$ cat src/rtl/branch_predict_fetch.sv
// Fetch-PC generator with a direct-mapped branch target buffer.
// Each BTB entry holds a valid bit, a tag, a taken target and a 2-bit
// saturating direction counter. The lookup for the current PC is
// combinational. Updates from the EX stage are written on the clock edge,
// so a lookup in the same cycle still sees the old contents.
module branch_predict_fetch #(
    parameter int          ENTRIES  = 16,
    parameter logic [31:0] RESET_PC = 32'h0000_0000
) (
    input  logic        clk,
    input  logic        reset,
    input  logic        PC_Stall,
    input  logic        Redirect,
    input  logic [31:0] RedirectPC,
    input  logic        UpdValid,
    input  logic [31:0] UpdPC,
    input  logic        UpdTaken,
    input  logic [31:0] UpdTarget,
    output logic [31:0] PC,
    output logic        BPred,
    output logic        BPredValid
);

    localparam int IDX_W = $clog2(ENTRIES);
    localparam int TAG_W = 30 - IDX_W;

    // Saturating increment of a 2-bit counter (stops at 2'b11).
    function automatic logic [1:0] sat_inc(input logic [1:0] c);
        return (c == 2'b11) ? 2'b11 : c + 2'd1;
    endfunction

    // Saturating decrement of a 2-bit counter (stops at 2'b00).
    function automatic logic [1:0] sat_dec(input logic [1:0] c);
        return (c == 2'b00) ? 2'b00 : c - 2'd1;
    endfunction

    logic [31:0]      r_pc;
    logic             r_valid  [ENTRIES];
    logic [TAG_W-1:0] r_tag    [ENTRIES];
    logic [31:0]      r_target [ENTRIES];
    logic [1:0]       r_ctr    [ENTRIES];

    logic [IDX_W-1:0] w_lk_idx;
    logic [TAG_W-1:0] w_lk_tag;
    logic             w_lk_hit;
    logic             w_lk_taken;
    logic [IDX_W-1:0] w_up_idx;
    logic [TAG_W-1:0] w_up_tag;
    logic             w_up_hit;
    logic [31:0]      w_next_pc;
    logic             w_unused_bits;

    // Instructions are word aligned; the byte-offset bits of UpdPC carry no information.
    assign w_unused_bits = ^UpdPC[1:0];

    // Lookup side: index/tag from the current fetch PC.
    assign w_lk_idx   = r_pc[IDX_W+1:2];
    assign w_lk_tag   = r_pc[31:IDX_W+2];
    assign w_lk_hit   = r_valid[w_lk_idx] && (r_tag[w_lk_idx] == w_lk_tag);
    assign w_lk_taken = w_lk_hit && r_ctr[w_lk_idx][1];

    // Update side: index/tag from the resolved instruction's PC.
    assign w_up_idx = UpdPC[IDX_W+1:2];
    assign w_up_tag = UpdPC[31:IDX_W+2];
    assign w_up_hit = r_valid[w_up_idx] && (r_tag[w_up_idx] == w_up_tag);

    assign PC         = r_pc;
    assign BPredValid = w_lk_hit;
    assign BPred      = w_lk_taken;

    // Next-PC priority: redirect, then stall, then predicted target, then sequential.
    always_comb begin
        w_next_pc = r_pc + 32'd4;
        if (Redirect) begin
            w_next_pc = RedirectPC;
        end else if (PC_Stall) begin
            w_next_pc = r_pc;
        end else if (w_lk_taken) begin
            w_next_pc = r_target[w_lk_idx];
        end
    end

    // Fetch PC register.
    always_ff @(posedge clk or negedge reset) begin
        if (!reset) begin
            r_pc <= RESET_PC;
        end else begin
            r_pc <= w_next_pc;
        end
    end

    // BTB write port: train hits, allocate on taken misses, ignore not-taken misses.
    always_ff @(posedge clk or negedge reset) begin
        if (!reset) begin
            for (int i = 0; i < ENTRIES; i++) begin
                r_valid[i[IDX_W-1:0]]  <= 1'b0;
                r_tag[i[IDX_W-1:0]]    <= '0;
                r_target[i[IDX_W-1:0]] <= '0;
                r_ctr[i[IDX_W-1:0]]    <= 2'b00;
            end
        end else if (UpdValid) begin
            if (w_up_hit) begin
                if (UpdTaken) begin
                    r_ctr[w_up_idx]    <= sat_inc(r_ctr[w_up_idx]);
                    r_target[w_up_idx] <= UpdTarget;
                end else begin
                    r_ctr[w_up_idx] <= sat_dec(r_ctr[w_up_idx]);
                end
            end else if (UpdTaken) begin
                r_valid[w_up_idx]  <= 1'b1;
                r_tag[w_up_idx]    <= w_up_tag;
                r_target[w_up_idx] <= UpdTarget;
                r_ctr[w_up_idx]    <= 2'b10;
            end
        end
    end

endmodule

$ cat config.mk
export PLATFORM = sky130hd
export DESIGN_NAME = branch_predict_fetch
export DESIGN_NICKNAME = d
export VERILOG_FILES = /design/src/rtl/branch_predict_fetch.sv
export SDC_FILE = /design/constraint.sdc
export NUM_CORES = 2
export LEC_CHECK = 0
export CORE_MARGIN = 10
export CORE_UTILIZATION = 40
export CTS_CLUSTER_DIAMETER = 200
export DETAILED_ROUTE_END_ITERATION = 16
export GPL_ROUTABILITY_DRIVEN = 0
export SYNTH_ARGS = -nofsm -noshare
export SYNTH_HDL_FRONTEND = slang
export SYNTH_SLANG_ARGS = --single-unit
$ cat constraint.sdc
create_clock -name clk -period 10.2 [get_ports clk]
set_input_delay 2.04 -clock clk [delete_from_list [all_inputs] [get_ports clk]]
set_output_delay 2.04 -clock clk [all_outputs]
set_load 0.05 [all_outputs]
==> Word level (Yosys, flattened, before mapping) <==
Index checks and enable logic that the tools add are counted.
{ "word_totals": {"register_bits": 1008, "input_bits": 102, "out_inout_bits": 34, "wordCells": 132} }
{ "classes": {"n_addsub": 3, "n_lt_le_gt_ge": 3, "n_eq_ne": 4, "n_mux": 41, "n_bitwise": 7, "n_reduce_logical": 9} }
{ "ops": {"columns": ["cell", "n"], "rows": [
  ["$bwmux W512", 1],
  ["$bwmux W416", 1],
  ["$mux W32", 9],
  ["$bmux W26 S4", 2],
  ["$mux W26", 5],
  ["$bmux W32 S4", 1],
  ["$demux W32 S4", 1],
  ["$demux W26 S4", 1],
  ["$bwmux W32", 2],
  ["$eq A26 B26 Y1", 2],
  ["$add A32 B3 Y32 const B", 1],
  ["$or A16 B16 Y16", 2],
  ["$and A16 B16 Y16", 1],
  ["$bmux W2 S4", 2],
  ["$not A16 Y16", 1],
  ["$mux W2", 7],
  ["$ge A5 B5 Y1 const B", 2],
  ["$not A4 Y5", 2],
  ["$bmux W1 S4", 2],
  ["$demux W2 S4", 1],
  ["$lt A5 B1 Y1 const B", 1],
  ["$mux W1", 5],
  ["$demux W1 S4", 1],
  ["$logic_and A1 B1 Y1", 4],
  ["9 further kinds", 10]
]} }

==> Depth between registers and ports, before layout <==
{ "depth": {"ltp_word": 10, "ltp_mapped": 17, "mapped_depth_nobuf": 10} }

==> Worst setup path before layout <==
Ideal clock, no wire load.
{ "synth_path": {"path_type": "reg2out", "startpoint": "register r_pc[3], in the netlist PC[3]", "endpoint": "output BPred", "t_arrival_ps": 4576, "t_required_ps": 8160, "setup_slack_ps": 3584, "stages_incl_launch_ff": 13, "path_buffers": 4, "path_cell_list": "dfrtp_1 -> buf_2 -> buf_2 -> buf_2 -> buf_4 -> mux4_2 -> a32oi_1 -> nor2_1 -> nor4_1 -> nand4_1 -> or4_1 -> or2_2 -> nor3b_1"} }
{ "synth_via": {"elab_chain_cells": 7, "elab_cells_between_ends": 13, "cone_classes": "eq/ne: 1; mux: 9; bitwise: 1; reduce/logical: 2"} }
{ "synth_rtl": {"columns": ["item", "line", "source"], "rows": [
  ["start, declared", "37", "logic [31:0] r_pc;"],
  ["start signal, assigned", "88", "r_pc <= w_next_pc;"],
  ["$not A4 Y5 (implied by the code) *", "59, 60", null],
  ["$bmux W26 S4", "59", "assign w_lk_hit = r_valid[w_lk_idx] && (r_tag[w_lk_idx] == w_lk_tag);"],
  ["$mux W26 (implied by the code) (2 in series)", "59", null],
  ["$eq A26 B26 Y1", "59", null],
  ["$logic_and A1 B1 Y1", "59", null],
  ["$logic_and A1 B1 Y1 *", "60", "assign w_lk_taken = w_lk_hit && r_ctr[w_lk_idx][1];"],
  ["end, declared", "20", "output logic BPred,"]
]} }
Mark *: on every way between the ends. The rest lies on a longest branch, timed or not. The select of a mux whose other input is x is not followed.

==> Worst setup path in the final report <==
{ "layout_path": {"startpoint": "register r_pc[4], in the netlist PC[4]", "endpoint": "output BPred"} }
The elaborated chain is that of the path after synthesis.

==> flow_summary.yaml <==
synthesis:
  synthesis.instances: 3504
  register_bit_total_from_synthesis: 1008
  synthesis.area_per_instance_um2: 14.9
  number_of_distinct_library_cell_variants_in_the_gate_level_netlist_after_synthesis: 81
  synth.yosys.seq_area_share_pct: 48.4
  synth_xor_xnor_area_share_pct: 0.992
  synth_edf_count: 0
  ys_dominant_reg_cell: "dfrtp_1"
  synth_top_cell_by_area: "dfrtp_1"
  post_synth_main_area_contributors: "dfrtp_1 48%, mux2_2 17%, mux4_2 16%"
  ys.warnings.count: 0
  asyncSetResetFlopFracSynth_pct: 100
  synth-compound-area-share_pct: 3.39
  synth.area.mux_share_pct: 39.8
  simple_gate_share_of_the_synthesized_area_pct: 4.10
  synth_fp_nets: 3607
  synth.top_cell.area_share_pct: 48.4
  dominant_combinational_cell_family_by_area_after_synthesis: "multiplexers"
  netlist_area_um2: 52100
  post_synth_fa_ha_maj_area_fraction_pct: 0.0432
grt:
  grt_antenna_before_repair: 18
  gr_ovfl_total: 0
  via_count_of_the_first_global_routing_pass: 32800
  grt.total_usage_pct: 21.0
  grt_first_pass_wirelength_mm: 231
  grt_max_degree: 178
cts:
  clock_sink_count: 1008
  insertion_delay_ns: 0.75
  cts.repair_timing.setup_buffer_count: 0
  cts_buffers: 108
  ctsHtreeMaxLevel: 3
  clkTransAtPathRegs_ns: 0.06
  holdBufCountCts: 0
  cts_repair_resizes: 0
  cts_tree: "built"
  ctsRootBufferMaster: "clkbuf_16"
  clk_path_buf_depth: 3
hold_path:
  worst_hold_path_type: "reg -> reg"
  startpoint_of_the_most_critical_hold_path: "r_valid[5]"
  whs_path_depth: 1
  hold-path-endpoint: "r_valid[5]"
routing:
  number_of_iterations_in_the_first_detailed_routing_pass: 7
  drt_drc_violations_left: 0
  dr_total_vias: 32100
  drt-vias-per-instance: 6.01
  antenna_left: 0
  wl_per_cell_um: 29.1
  wirelength_mm: 155
  detail_route.iter0.violations: 2947
setup_path:
  critical_path.cell_chain: "buf_12 -> mux4_2 -> nand2_1 -> and2_0 -> o221ai_1 -> a221o_1 -> or4_1 -> or2_2 -> nor3b_1 -> clkdlybuf4s50_1"
  r2r_cells: 11
  cp-start-kind: "register"
  worst-endpoint-arrival_ns: 6.43
  cp_data_required_time_ns: 8.16
  timing_worst_setup_path_type: "reg -> out"
  end_kind: "output port"
  cpLargestDelayFamily: "simple AND/OR/NAND/NOR gates"
  r2r-start: "PC[4]"
  worstReg2RegEnd: "PC[9]"
  critPathSlowestCell: "clkdlybuf4s50_1"
  setup.reg_to_reg.worst_slack_ns: 4.97
  critPathBufInv: 2
  cpPeakStageDelay_ns: 0.96
  critPathMaxFanout: 99
power_and_ir_drop:
  fin_total_pwr_mw: 12.1
  cellPowerDensity_nw_per_um2: 206
  leakage_component_of_the_power_nw: 24.7
  ir_worst_vdd_mv: 0.147
run_status:
  outcome: "completed"
die:
  floorplan.rows: 132
  initial_core_util_pct: 40.2
  floorplan_core_area_um2: 129000
  ios: 136
  design.die.area_um2: 145000
  die_width_um: 381
  chipHeight_um: 381
sta:
  timing_worst_slew_pin_value_ns: 1.12
  unrepaired_setup_endpoints_after_global_routing: "no"
  minimum_clock_period_after_layout_ns: 8.47
  slew_violations: 0
  maxClockFrequency_mhz: 118
  worst_slack_ns: 1.73
  clock-skew-final_ns: 0.0617
  fin_crit_sh_pct: 83.1
  report.final.hold_viol_count: 0
  maxSlewHeadroom_pct: 24.8
  tns_ns: 0
  final-setup-viol-count: 0
cells_and_area:
  final_common_cell: "dfrtp_1"
  drive_gt1_share_pct: 45.0
  most-common-layout-cells: "1,004 x dfrtp_1, 785 x mux2_2, 371 x mux4_2, 147 x mux2_4, 130 x mux2i_1"
  flow.area_growth_from_synthesis_pct: 12.4
  design.final.nets: 3609
placed_design:
  post-place-ws_ns: 2.63
  port-buffer-count: 133
  dp_hpwl_mm: 91.8
job:
  cap_violations: 0
## registers in the layout, summed over array words and instances, names as in the netlist
register	cells
r_target	512
r_tag	416
PC	32
r_ctr	32
r_valid	16
## worst register-to-register path: cells and delay by family, from the launching register on
family                    cells  cell delay (ns)
buffers and inverters         2             1.18
xor gates and xnor gates      1             0.22
DFF                           1             0.84
muxes                         3             1.57
and+or+nand+nor               3             0.90
AOI/OAI and AO/OA             2             0.37
## synthesized netlist by cell type (6+ instances only)
cell type,instances
nor4_1,10
mux4_2,371
nor3_4,6
nand2b_1,6
nor2b_1,15
o221ai_1,8
dfrtp_1,1008
nor2_1,94
nand3_1,38
buf_2,32
clkbuf_1,178
nor3b_1,8
a22oi_1,27
or2_1,6
nand4_1,20
and2_1,25
or2_2,15
xnor2_1,52
and3_1,12
inv_1,29
xor2_1,7
o21ai_0,55
or3_1,7
a22o_1,7
mux2_2,785
o21ai_1,9
a31oi_1,24
nor3_1,18
mux2_4,147
mux2i_1,130
nand2_1,86
buf_4,31
a21oi_1,28
o22ai_1,6
a2bb2oi_1,27
buf_6,30
nor3_2,6
buf_1,45
o211ai_1,10
or4_1,6
## cell families (layout without fill, tap and decap cells)
group,after synthesis,count (layout)
simple gates,399,399
flops,1008,1008
buf+inv,348,438
compound gates,254,254
other cells,0,2
mux,1434,1434
xor+xnor,59,59
fa+ha+maj,2,2
## how the worst max path moves through the flow
| stage | to | from | cells after the start |
|---|---|---|---|
| after floorplan | BPred | PC[3] | 12 |
| after global placement | BPred | PC[3] | 10 |
| after detailed placement | BPred | PC[3] | 10 |
| after CTS | BPred | PC[4] | 10 |
| after global routing | BPred | PC[3] | 10 |
| final | BPred | PC[4] | 10 |
## routing by layer
layer	wire, um	GRT usage [%]	vias up
met1	70000	30.6	17500
met4	3060	4.51	22
li1	-	-	13300
met5	149	0	-
met3	11800	4.74	231
met2	70300	32.0	1115
## stage by stage
stage / cells / hold WS, ns / util, % / instance area [um^2]
final: 5338 / 0.484 / 45.2 / 58500
after global routing: 5336 / 0.499 / 45.2 / 58500
after CTS: 5336 / 0.488 / 45.2 / 58500
after detailed placement: 5138 / 0.473 / 42.4 / 54900
after global placement: 5138 / 0.467 / 42.4 / 54900
after floorplan: 3504 / 0.445 / - / 52100
## power breakdown
| group | switching, mW | leakage (nW) | internal (mW) |
|---|---|---|---|
| Sequential | 0.547 | 12.8 | 4.76 |
| Clock | 1.72 | 1.78 | 2.33 |
| Combinational | 1.18 | 10.1 | 1.54 |
## area by class of cell
cell class,instances,area (um^2)
diodes,2,5.00
multi-input cells,2148,25300
well taps,1742,2180
clock buffers,159,3110
clock inverters,39,533
flip-flops and latches,1008,25200
fillers,11600,70900
inverters,31,119
repair buffers,209,2050
No activity file was read; power rests on OpenSTA's default activity.
